`src/rtl/asrv32_header.vh`:
```
// Opcode bit positions shared with the writeback stage, and RV32 load/store funct3 codes.
`ifndef ASRV32_HEADER_VH
`define ASRV32_HEADER_VH

`define OPCODE_WIDTH   11
`define OPCODE_RTYPE   0
`define OPCODE_ITYPE   1
`define OPCODE_LOAD    2
`define OPCODE_STORE   3
`define OPCODE_BRANCH  4
`define OPCODE_JAL     5
`define OPCODE_JALR    6
`define OPCODE_LUI     7
`define OPCODE_AUIPC   8
`define OPCODE_SYSTEM  9
`define OPCODE_FENCE   10

`define FUNCT3_LB      3'b000
`define FUNCT3_LH      3'b001
`define FUNCT3_LW      3'b010
`define FUNCT3_LBU     3'b100
`define FUNCT3_LHU     3'b101
`define FUNCT3_SB      3'b000
`define FUNCT3_SH      3'b001
`define FUNCT3_SW      3'b010

`endif

```
`src/rtl/asrv32_memoryaccess_pkg.sv`:
```
// Access-size decode and byte-lane helpers for the memory-access stage.
package asrv32_memoryaccess_pkg;
`include "asrv32_header.vh"

  localparam int OPCODE_WIDTH = `OPCODE_WIDTH;
  localparam int OP_RTYPE     = `OPCODE_RTYPE;
  localparam int OP_LOAD      = `OPCODE_LOAD;
  localparam int OP_STORE     = `OPCODE_STORE;

  typedef enum logic [1:0] {SIZE_BYTE, SIZE_HALF, SIZE_WORD} size_e;

  // Stores share the load encodings for size; the reserved codes fall back to word.
  function automatic size_e access_size(input logic [2:0] funct3);
    case (funct3)
      `FUNCT3_LB, `FUNCT3_LBU: return SIZE_BYTE;
      `FUNCT3_LH, `FUNCT3_LHU: return SIZE_HALF;
      default:                 return SIZE_WORD;
    endcase
  endfunction

  function automatic logic is_aligned(input size_e size, input logic [1:0] addr);
    case (size)
      SIZE_BYTE: return 1'b1;
      SIZE_HALF: return ~addr[0];
      default:   return addr == 2'b00;
    endcase
  endfunction

  function automatic logic [3:0] lane_sel(input size_e size, input logic [1:0] addr);
    case (size)
      SIZE_BYTE: return 4'b0001 << addr;
      SIZE_HALF: return 4'b0011 << {addr[1], 1'b0};
      default:   return 4'b1111;
    endcase
  endfunction

  function automatic logic [31:0] lane_data(input size_e size, input logic [31:0] rs2);
    case (size)
      SIZE_BYTE: return {4{rs2[7:0]}};
      SIZE_HALF: return {2{rs2[15:0]}};
      default:   return rs2;
    endcase
  endfunction

endpackage

```
`src/rtl/asrv32_memoryaccess_load_align.sv`:
```
// Picks the addressed byte/half out of a read word and sign- or zero-extends it.
// Purely combinational.
`include "asrv32_header.vh"

module asrv32_load_align (
  input  logic [31:0] data,
  input  logic [1:0]  addr,
  input  logic [2:0]  funct3,
  output logic [31:0] load_data
);
  logic [7:0]  byte_sel;
  logic [15:0] half_sel;

  always_comb begin
    byte_sel = data[7:0];
    case (addr)
      2'd0: byte_sel = data[7:0];
      2'd1: byte_sel = data[15:8];
      2'd2: byte_sel = data[23:16];
      default: byte_sel = data[31:24];
    endcase
    half_sel = addr[1] ? data[31:16] : data[15:0];

    case (funct3)
      `FUNCT3_LB:  load_data = {{24{byte_sel[7]}}, byte_sel};
      `FUNCT3_LBU: load_data = {24'h0, byte_sel};
      `FUNCT3_LH:  load_data = {{16{half_sel[15]}}, half_sel};
      `FUNCT3_LHU: load_data = {16'h0, half_sel};
      default:     load_data = data;
    endcase
  end

endmodule

```
`src/rtl/asrv32_memoryaccess.sv`:
```
// MEMORYACCESS stage: one Wishbone data transfer per start pulse, done pulse on completion.
// Latency: 1 cycle for non-memory/misaligned ops; bus ops wait out stall and ack.
`include "asrv32_header.vh"

module asrv32_memoryaccess
  import asrv32_memoryaccess_pkg::*;
(
  input  logic                     i_clk,
  input  logic                     i_rst,
  input  logic                     i_memoryaccess_en,
  input  logic [`OPCODE_WIDTH-1:0] i_opcode,
  input  logic [2:0]               i_funct3,
  input  logic [31:0]              i_addr,
  input  logic [31:0]              i_rs2_data,
  output logic [31:0]              o_load_data,
  output logic                     o_done,
  output logic                     o_misaligned,
  output logic                     o_busy,
  output logic                     o_wb_cyc,
  output logic                     o_wb_stb,
  output logic                     o_wb_we,
  output logic [31:0]              o_wb_addr,
  output logic [31:0]              o_wb_data,
  output logic [3:0]               o_wb_sel,
  input  logic                     i_wb_ack,
  input  logic                     i_wb_stall,
  input  logic [31:0]              i_wb_data
);
  typedef enum logic [1:0] {IDLE, REQ, WAIT, DONE} state_e;

  state_e      state;
  logic [2:0]  funct3_q;
  logic [1:0]  addr_lo_q;
  logic [31:0] load_aligned;
  logic        start_mem;
  logic        start_ok;
  size_e       start_size;
  logic        unused_opcode;

  assign start_mem     = i_opcode[`OPCODE_LOAD] | i_opcode[`OPCODE_STORE];
  assign start_size    = access_size(i_funct3);
  assign start_ok      = is_aligned(start_size, i_addr[1:0]);
  assign unused_opcode = ^i_opcode;

  asrv32_load_align u_load_align (
    .data      (i_wb_data),
    .addr      (addr_lo_q),
    .funct3    (funct3_q),
    .load_data (load_aligned)
  );

  always_ff @(posedge i_clk or posedge i_rst) begin
    if (i_rst) begin
      state        <= IDLE;
      funct3_q     <= 3'b000;
      addr_lo_q    <= 2'b00;
      o_load_data  <= 32'h0;
      o_done       <= 1'b0;
      o_misaligned <= 1'b0;
      o_busy       <= 1'b0;
      o_wb_cyc     <= 1'b0;
      o_wb_stb     <= 1'b0;
      o_wb_we      <= 1'b0;
      o_wb_addr    <= 32'h0;
      o_wb_data    <= 32'h0;
      o_wb_sel     <= 4'h0;
    end else begin
      o_done       <= 1'b0;
      o_misaligned <= 1'b0;
      case (state)
        IDLE: begin
          if (i_memoryaccess_en) begin
            funct3_q  <= i_funct3;
            addr_lo_q <= i_addr[1:0];
            o_busy    <= 1'b1;
            if (start_mem && start_ok) begin
              state     <= REQ;
              o_wb_cyc  <= 1'b1;
              o_wb_stb  <= 1'b1;
              o_wb_we   <= i_opcode[`OPCODE_STORE];
              o_wb_addr <= {i_addr[31:2], 2'b00};
              o_wb_sel  <= lane_sel(start_size, i_addr[1:0]);
              o_wb_data <= lane_data(start_size, i_rs2_data);
            end else begin
              // Non-memory ops and misaligned accesses complete without touching the bus.
              state        <= DONE;
              o_done       <= 1'b1;
              o_misaligned <= start_mem;
            end
          end
        end
        REQ: begin
          if (!i_wb_stall) begin
            o_wb_stb <= 1'b0;
            if (i_wb_ack) begin
              state    <= DONE;
              o_wb_cyc <= 1'b0;
              o_done   <= 1'b1;
              if (!o_wb_we) o_load_data <= load_aligned;
            end else begin
              state <= WAIT;
            end
          end
        end
        WAIT: begin
          if (i_wb_ack) begin
            state    <= DONE;
            o_wb_cyc <= 1'b0;
            o_done   <= 1'b1;
            if (!o_wb_we) o_load_data <= load_aligned;
          end
        end
        DONE: begin
          state  <= IDLE;
          o_busy <= 1'b0;
        end
        default: state <= IDLE;
      endcase
    end
  end

endmodule

```
`config.mk`:
```
export PLATFORM = sky130hd
export DESIGN_NAME = asrv32_memoryaccess
export DESIGN_NICKNAME = d
export VERILOG_FILES = /design/src/rtl/asrv32_memoryaccess_pkg.sv /design/src/rtl/asrv32_memoryaccess_load_align.sv /design/src/rtl/asrv32_memoryaccess.sv
export VERILOG_INCLUDE_DIRS = /design/src /design/src/rtl
export SDC_FILE = /design/constraint.sdc
export NUM_CORES = 1
export LEC_CHECK = 0
export CORE_ASPECT_RATIO = 0.7
export CORE_MARGIN = 4
export CORE_UTILIZATION = 48
export CTS_CLUSTER_DIAMETER = 120
export CTS_CLUSTER_SIZE = 28
export DETAILED_ROUTE_END_ITERATION = 6
export PLACE_DENSITY_LB_ADDON = 0.08
export SLEW_MARGIN = 30
export SYNTH_ARGS = -nofsm -noshare
export SYNTH_HDL_FRONTEND = slang
export SYNTH_HIERARCHICAL = 1
export SYNTH_SLANG_ARGS = --single-unit
```
`constraint.sdc`:
```
create_clock -name i_clk -period 6.1 [get_ports i_clk]
set_clock_uncertainty 0.05 [all_clocks]
set_input_delay 1.525 -clock i_clk [delete_from_list [all_inputs] [get_ports i_clk]]
set_output_delay 1.525 -clock i_clk [all_outputs]
set_load 0.005 [all_outputs]
```
## After elaboration in Yosys (flattened, before gate mapping)

Cells that the tools add are included.

| storage, ports and cells | value |
|---|---|
| bits in registers | 111 |
| input bits | 115 |
| output and inout port bits | 106 |
| word-level logic and storage cells | 87 |

| cells by class | value |
|---|---|
| equality and inequality tests | 16 |
| shift-type cells | 2 |
| muxes and demuxes | 34 |
| bitwise gates (word level) | 2 |
| reductions and logical operators | 20 |

Operators with widths:

| operator | count |
|---|---|
| $pmux W32 S2 | 2 |
| $pmux W32 S4 | 1 |
| $mux W32 | 3 |
| $pmux W8 S3 | 1 |
| $mux W16 | 1 |
| $mux W1 | 14 |
| $eq A3 B3 Y1 const B | 4 |
| $logic_not A2 Y1 | 4 |
| $mux W2 | 4 |
| $ne A2 B2 Y1 const B | 4 |
| $pmux W2 S4 | 1 |
| $pmux W4 S2 | 1 |
| $reduce_and A4 Y1 | 2 |
| $eq A2 B1 Y1 const B | 3 |
| $eq A2 B2 Y1 const B | 3 |
| $eq A3 B1 Y1 const B | 2 |
| $logic_not A3 Y1 | 2 |
| $pmux W1 S2 | 3 |
| $pmux W1 S3 | 2 |
| $reduce_and A2 Y1 | 3 |
| $reduce_and A3 Y1 | 2 |
| $reduce_bool A2 Y1 | 3 |
| $pmux W2 S2 | 1 |
| $reduce_or A2 Y1 | 2 |
| other kinds (6) | 6 |

## Depth between registers and ports, before layout

Gate-level depths: netlist of run 1.

| logic depth | value |
|---|---|
| depth in word-level cells | 9 |
| depth in mapped cells | 7 |
| gate-level depth less buffers | 5 |

## Modules after synthesis

The synthesis of run 1 kept the hierarchy.

By module, submodules not included:

| module | instances | cells an instance | area an instance (um^2) | seq. area each (um^2) |
|---|---|---|---|---|
| asrv32_memoryaccess | 1 | 332 | 4897.2 | 2777.7 |
| asrv32_load_align | 1 | 133 | 969.7 | 0.0 |

## Worst setup path after synthesis of run 1

OpenSTA, ideal clock, no wires.

| path | value |
|---|---|
| path kind | input to register |
| from | input i_wb_data[23] |
| to | register o_load_data[10] |
| setup time | 0.125 ns |
| arrival time | 2.542 ns |
| required time | 5.925 ns |
| slack | 3.384 ns |
| stages | 5 |
| buffers on the path | 1 |
| cells stage by stage | mux2_4 a22oi_4 buf_6 o221ai_2 mux2_2 |

| between the ends | value |
|---|---|
| longest elaborated chain between the ends | 6 |

Ends and longest elaborated chain:

| what | line | text |
|---|---|---|
| start, declared | asrv32_memoryaccess.sv:27 | `input logic [31:0] i_wb_data` |
| $pmux W8 S3 * | asrv32_memoryaccess_load_align.sv:16 | `case (addr)` |
| $pmux W32 S4 * | asrv32_memoryaccess_load_align.sv:24 | `case (funct3)` |
| net load_aligned[10] | asrv32_memoryaccess.sv:34 | `logic [31:0] load_aligned;` |
| $mux W32 * | asrv32_memoryaccess.sv:99, asrv32_memoryaccess.sv:110 |  |
| $mux W32 * | asrv32_memoryaccess.sv:95 | `if (i_wb_ack) begin` |
| $mux W32 | asrv32_memoryaccess.sv:93 | `if (!i_wb_stall) begin` |
| $pmux W32 S2 * | asrv32_memoryaccess.sv:70 | `case (state)` |
| end signal, assigned | asrv32_memoryaccess.sv:99 | `if (!o_wb_we) o_load_data <= load_aligned;` |
| end signal, assigned | asrv32_memoryaccess.sv:110 | `if (!o_wb_we) o_load_data <= load_aligned;` |
| end, declared | asrv32_memoryaccess.sv:15 | `output logic [31:0] o_load_data,` |

The timed path passes the listed nets; every way through them passes the cells marked *. The select of a mux whose other input is x is not followed.
A chain may end at the register's enable or synchronous reset.

## Worst setup path after layout of run 1

| path | value |
|---|---|
| from | input i_funct3[1] |
| to | register o_wb_data[9] |

| between the ends | value |
|---|---|
| longest elaborated chain between the ends | 7 |
| elaborated cells between the ends (all ways) | 13 |
| classes of those cells | eq/ne: 4; mux: 3; reduce/logical: 6 |

Ends and longest elaborated chain:

| what | line | text |
|---|---|---|
| start, declared | asrv32_memoryaccess.sv:12 | `input logic [2:0] i_funct3,` |
| $eq A3 B1 Y1, or another cell as far along | asrv32_memoryaccess_pkg.sv:14 | `case (funct3)` |
| $reduce_or A2 Y1 | asrv32_memoryaccess_pkg.sv:14 |  |
| $pmux W2 S2 * | asrv32_memoryaccess_pkg.sv:14 |  |
| $eq A2 B1 Y1 or $logic_not A2 Y1 (tied branches) | asrv32_memoryaccess_pkg.sv:22, asrv32_memoryaccess_pkg.sv:38 |  |
| $pmux W1 S2 | asrv32_memoryaccess_pkg.sv:22 | `case (size)` |
| $logic_and A1 B1 Y1 | asrv32_memoryaccess.sv:76 | `if (start_mem && start_ok) begin` |
| $reduce_and A3 Y1 (no source line) | n/a |  |
| end signal, assigned | asrv32_memoryaccess.sv:83 | `o_wb_data <= lane_data(start_size, i_rs2_data);` |
| end, declared | asrv32_memoryaccess.sv:23 | `output logic [31:0] o_wb_data,` |

Every way passes the cells marked *; elsewhere a longest branch is shown, timed or not.

==> impl_metrics.ini, run 1 <==
[clock_tree]
cts_hold_buf = 0
cts_buffers = 9
clock_path_buffers = 2
cts_setup_buffers = 0
clock_sinks = 111
cts-root-buf = clkbuf_16
clock_latency_ns = 0.35
path_clk_slew_ns = 0.08
h-tree-depth = 3
tritoncts = built
cts.repair.resized = 0

[detailed_routing]
drtPass1Iterations = 4
highest_layer = met5
wl_met3_um = 1240
drt_iter0_drc = 243
avgViaCountPerCell = 5.39
ant_nets = 0
drt-met1-wl_um = 6850
vias = 4427
wl_met2_um = 7830
route.detailed.drc = 0
wl_um = 16100
route.detailed.wl_per_inst_um = 19.6

[timing]
clock.fmax_ghz = 0.271
slew-limit-headroom = 0.489
worst_pin_slew_ns = 0.761
finalHoldViolations = 0
tns_ns = 0
maxSlewViolCount = 0
setup_viol = 0
period_share = 0.605
rsz0062_at_grt = false
min_period_ns = 3.69

[place]
globalplace.congestion = 0.921
io_buffers = 209
place_hpwl_um = 11900
place_area_um2 = 7970

[global_routing]
overflow = 0
track_usage = 0.227
antenna_found_initial = 1
grt_max_degree = 79
grt_pass1_wl_um = 25500
grt_pass1_vias = 4679

[die]
start_util = 0.497
coreArea_um2 = 11800
fp.dieArea_um2 = 14100
die_w_um = 140
die_h_um = 100
pin_count = 221
num_rows = 33

[power_and_ir_drop]
p_sw_frac = 0.329
p_int_mw = 2.67
p_per_area_nw_per_um2 = 478
p_leak_nw = 3.59
ir_drop_v = 0.000238
comb_power_share = 0.502
power_switching_mw = 1.31
p_clk_frac = 0.156
p_seq_frac = 0.342

[setup_path]
path_max_fanout = 32
crit_top_cell = buf_4
crit_chain = clkdlybuf4s50_1 -> buf_4 -> o21ai_2 -> nand4_4 -> buf_12 -> buf_4 -> mux2_2
cp_slowest_cell = clkdlybuf4s50_1
required_ns = 6.29
start_kind = input pin
critPathMaxStageDelay_ns = 0.46
cp-end-kind = flop
worst-setup-path-type = in2reg
cp.arrival_ns = 3.88

[final_layout]
regArea_um2 = 2780
nets = 778
diodes = 0
final_area_um2 = 8310
drive_above_1_share = 0.233
area_growth_pct = 41.6
multi_input_area_um2 = 2800
fill_cells = 880

[synth]
yosysTopAreaCell = dfrtp_1
syn_inst = 465
synth.most_common_cell = dfrtp_1
synth_area_leaders = dfrtp_1, mux2_2, mux2_4, mux4_1, mux2i_1
synth_top_area_frac = 0.473
synth_common_cells = dfrtp_1, mux2_2, nor2_1
synth_cell_types = 53
synth_edf_count = 0
seq_area_frac_synth = 0.473
synth_area_per_cell_um2 = 12.6
async_flop_share = 1.00
yosys_warnings = 6
ys_seq_elements = 111
synthesis.area_um2 = 5870
ys.flop_type = dfrtp_1

[run]
drv_cap = 0

[outcome]
outcome = complete, no violations

[worst_hold_path]
min_path_type = reg2reg
## registers in the layout, summed over array words and instances, names as in the netlist
register / cells
addr_lo_q: 2
o_load_data: 32
o_wb_addr: 30
o_wb_stb: 1
o_wb_we: 1
o_wb_data: 32
o_done: 1
state: 2
o_misaligned: 1
o_wb_cyc: 1
o_busy: 1
o_wb_sel: 4
funct3_q: 3
## kinds of logic (layout without fill, tap and decap cells)
family                     count (synthesis)  count (layout)  share of synthesized area
DFF                                      111             111                      0.473
adders and majority gates                  4               4                    0.00853
other                                      1               2                   0.000639
buffers and inverters                     52             250                     0.0522
muxes                                    140             140                      0.303
AOI/OAI and AO/OA                         80              80                     0.0992
and+or+nand+nor                           77              77                     0.0629
## path summary, 6_finish.rpt
| check | from | to | slack, ns | depth (start not counted) |
|---|---|---|---|---|
| max | i_funct3[1] | o_wb_data[9]$_DFFE_PP0P_ | 2.41 | 7 |
| min | o_wb_addr[25]$_DFFE_PP0P_ | o_wb_addr[25]$_DFFE_PP0P_ | 0.46 | 1 |
| max reg2reg | state[0]$_DFFE_PP0P_ | o_wb_addr[5]$_DFFE_PP0P_ | 3.43 | 7 |
| min reg2reg | o_wb_addr[25]$_DFFE_PP0P_ | o_wb_addr[25]$_DFFE_PP0P_ | 0.46 | 1 |
| max in group asynchronous | i_rst | o_wb_data[29]$_DFFE_PP0P_ | 3.45 | 3 |
| min in group asynchronous | i_rst | o_wb_addr[5]$_DFFE_PP0P_ | 1.63 | 2 |
## worst max-delay path: cells and delay by family
kind / cells / cell delay, ns
buf+inv: 4 / 1.41
mux: 1 / 0.38
simple gates: 1 / 0.36
compound gates: 1 / 0.18
## placed cells by master (no fill, tap or decap), types with 9 or more instances in the layout
cell type        count
nand2_1             19
mux2_2              89
o22ai_1             16
nor2b_1             11
dfrtp_1            110
mux2i_1             13
a21oi_1             18
clkdlybuf4s50_1    209
nor2_1              31
inv_1               16
mux2_4              30
o21ai_0             11
clkbuf_16            9
## metrics by stage
stage | util | power [mW] | setup WS (ns) | hold slack (ns) | instances
final | 0.704 | 3.97 | 2.41 | 0.458 | 821
after global routing | 0.704 | 4.21 | 2.28 | 0.468 | 821
after CTS | 0.702 | 4.00 | 2.12 | 0.461 | 820
after detailed placement | 0.675 | 3.36 | 1.75 | 0.436 | 804
after global placement | 0.675 | 3.28 | 1.85 | 0.419 | 804
after floorplan | - | 2.39 | 1.59 | 0.433 | 466
## power by group through the flow
stage / logic (mW) / registers, mW / clock network (mW)
global route: 2.13 / 1.41 / 0.671
finish: 2.00 / 1.36 / 0.619
detailed placement: 1.99 / 1.37 / 0
floorplan: 1.07 / 1.32 / 0
CTS: 2.00 / 1.36 / 0.637
global placement: 1.94 / 1.34 / 0
## metal layers
metal	vias up	track usage
met4	2	0.0566
met3	25	0.0744
met1	2138	0.300
met5	-	0
met2	184	0.367
li1	2078	-
## layout make-up
class	count	share of cell area
Sequential cell	111	0.334
Multi-Input combinational cell	303	0.336
Clock buffer	9	0.0271
Clock inverter	7	0.0104
Inverter	19	0.00919
Tap cell	157	0.0236
Timing Repair Buffer	215	0.259
(Power assumes the default switching activity.)
==> run 2, diff against run 1 <==
--- a/config.mk
+++ b/config.mk
@@ -8,7 +8,7 @@
 export LEC_CHECK = 0
 export CORE_ASPECT_RATIO = 0.7
 export CORE_MARGIN = 4
-export CORE_UTILIZATION = 48
+export CORE_UTILIZATION = 40
 export CTS_CLUSTER_DIAMETER = 120
 export CTS_CLUSTER_SIZE = 28
 export DETAILED_ROUTE_END_ITERATION = 6
==> constraint.sdc (replaced) <==
create_clock -name i_clk -period 3 [get_ports i_clk]
set_clock_uncertainty 0.05 [all_clocks]
set_input_delay 0.75 -clock i_clk [delete_from_list [all_inputs] [get_ports i_clk]]
set_output_delay 0.75 -clock i_clk [all_outputs]
set_load 0.005 [all_outputs]
==> impl_metrics.ini, run 2 (synthesis gave the netlist of run 1 again) <==
[power_and_ir_drop]
p_int_mw = 5.48
p_seq_frac = 0.340
p_sw_frac = 0.323
comb_power_share = 0.513
power_switching_mw = 2.61
p_clk_frac = 0.147
ir_drop_v = 0.000407
power.total_mw = 8.10
p_per_area_nw_per_um2 = 959
p_leak_nw = 3.63

[setup_path]
cp.arrival_ns = 2.62
worst-setup-path-type = in2reg
start_kind = input pin
cp-end-kind = flop
path_max_fanout = 17
required_ns = 3.18

[detailed_routing]
drt_iter0_drc = 250
ant_nets = 0
wl_um = 16400
drtPass1Iterations = 5
route.detailed.wl_per_inst_um = 19.0
avgViaCountPerCell = 5.22
route.detailed.drc = 0
vias = 4501

[clock_tree]
cts.repair.resized = 0
clock_sinks = 111
cts_buffers = 9
h-tree-depth = 3
clock_path_buffers = 2
cts_setup_buffers = 0
path_clk_slew_ns = 0.07
cts-root-buf = clkbuf_16
clock_latency_ns = 0.35
cts_hold_buf = 0
tritoncts = built

[global_routing]
grt_pass1_vias = 4572
overflow = 0
grt_pass1_wl_um = 25300
track_usage = 0.191
grt_max_degree = 112
antenna_found_initial = 0

[die]
coreArea_um2 = 14100
pin_count = 221
start_util = 0.415
fp.dieArea_um2 = 16700
num_rows = 36
die_w_um = 153
die_h_um = 109

[final_layout]
final_common_cell = clkdlybuf4s50_1
fill_cells = 1161
area_growth_pct = 43.9
regArea_um2 = 2780
multi_input_area_um2 = 2800
diodes = 0
nets = 787
reg.largest.list = o_load_data x32, o_wb_data x32, o_wb_addr x30
final_cell_mix = clkdlybuf4s50_1, dfrtp_1, mux2_2, nor2_1, mux2_4
drive_above_1_share = 0.240

[worst_hold_path]
min_path_type = reg2reg

[timing]
slew-limit-headroom = 0.488
worst_pin_slew_ns = 0.768
finalHoldViolations = 0
min_period_ns = 2.44
period_share = 0.814
rsz0062_at_grt = false
maxSlewViolCount = 0
clock.fmax_ghz = 0.410
setup_viol = 0
tns_ns = 0

[run]
drv_cap = 0

[place]
io_buffers = 209
globalplace.congestion = 0.878
place_hpwl_um = 12200

[outcome]
outcome = complete, no violations
-- run 2: cell count changes in the layout (fill, tap and decap cells not counted), sizes merged --
cell	delta
clkinvlp	+3
clkbuf	+1
buf	+9
inv	-4
clkinv	-1
-- run 2: metal layers --
| layer | vias up | GRT usage | part of all wire |
|---|---|---|---|
| li1 | 2101 | - | - |
| met1 | 2207 | 0.273 | 0.46 |
| met2 | 178 | 0.284 | 0.45 |
| met3 | 15 | 0.0614 | 0.082 |
| met4 | 0 | 0.0439 | 0.013 |
| met5 | - | 0 | 0 |
-- run 2: final timing paths --
check / from / end / slack [ns] / cells past startpoint
max: i_memoryaccess_en / o_wb_data[21]$_DFFE_PP0P_ / 0.56 / 5
min in group asynchronous: i_rst / o_load_data[26]$_DFFE_PP0P_ / 0.86 / 3
max reg2reg: state[0]$_DFFE_PP0P_ / o_wb_data[21]$_DFFE_PP0P_ / 0.65 / 6
min reg2reg: o_wb_addr[25]$_DFFE_PP0P_ / o_wb_addr[25]$_DFFE_PP0P_ / 0.45 / 1
max in group asynchronous: i_rst / o_wb_addr[21]$_DFFE_PP0P_ / 1.57 / 3
min: o_wb_addr[25]$_DFFE_PP0P_ / o_wb_addr[25]$_DFFE_PP0P_ / 0.45 / 1
-- run 2: critical path, cell delays in order --
cell,delay (ns)
clkdlybuf4s50_1,0.61
and2_2,0.26
nand4_4,0.35
buf_4,0.34
mux2_4,0.31
-- run 2: cell type report --
type                       count  share of cell area
multi-input combinational    303               0.331
timing repair buffer         224               0.269
sequential                   111               0.329
inverter                      19             0.00889
clock buffer                  10              0.0271
tap                          190              0.0282
clock inverter                 5             0.00697
-- run 2: power groups by stage --
| stage | Clock (mW) | Combinational (mW) | Sequential [mW] |
|---|---|---|---|
| after floorplan | 0 | 2.18 | 2.69 |
| after global placement | 0 | 4.10 | 2.73 |
| after detailed placement | 0 | 4.16 | 2.78 |
| after CTS | 1.23 | 4.18 | 2.76 |
| after global routing | 1.28 | 4.46 | 2.85 |
| final | 1.19 | 4.16 | 2.75 |
-- run 2: metrics by stage --
stage	instances	area (um2)	hold slack (ns)	util	setup WS (ns)
after floorplan	466	5870	0.433	-	0.857
after global placement	847	8150	0.437	0.576	0.240
after detailed placement	847	8150	0.442	0.576	0.181
after CTS	862	8440	0.458	0.597	0.545
after global routing	862	8440	0.475	0.597	0.444
final	862	8440	0.454	0.597	0.559
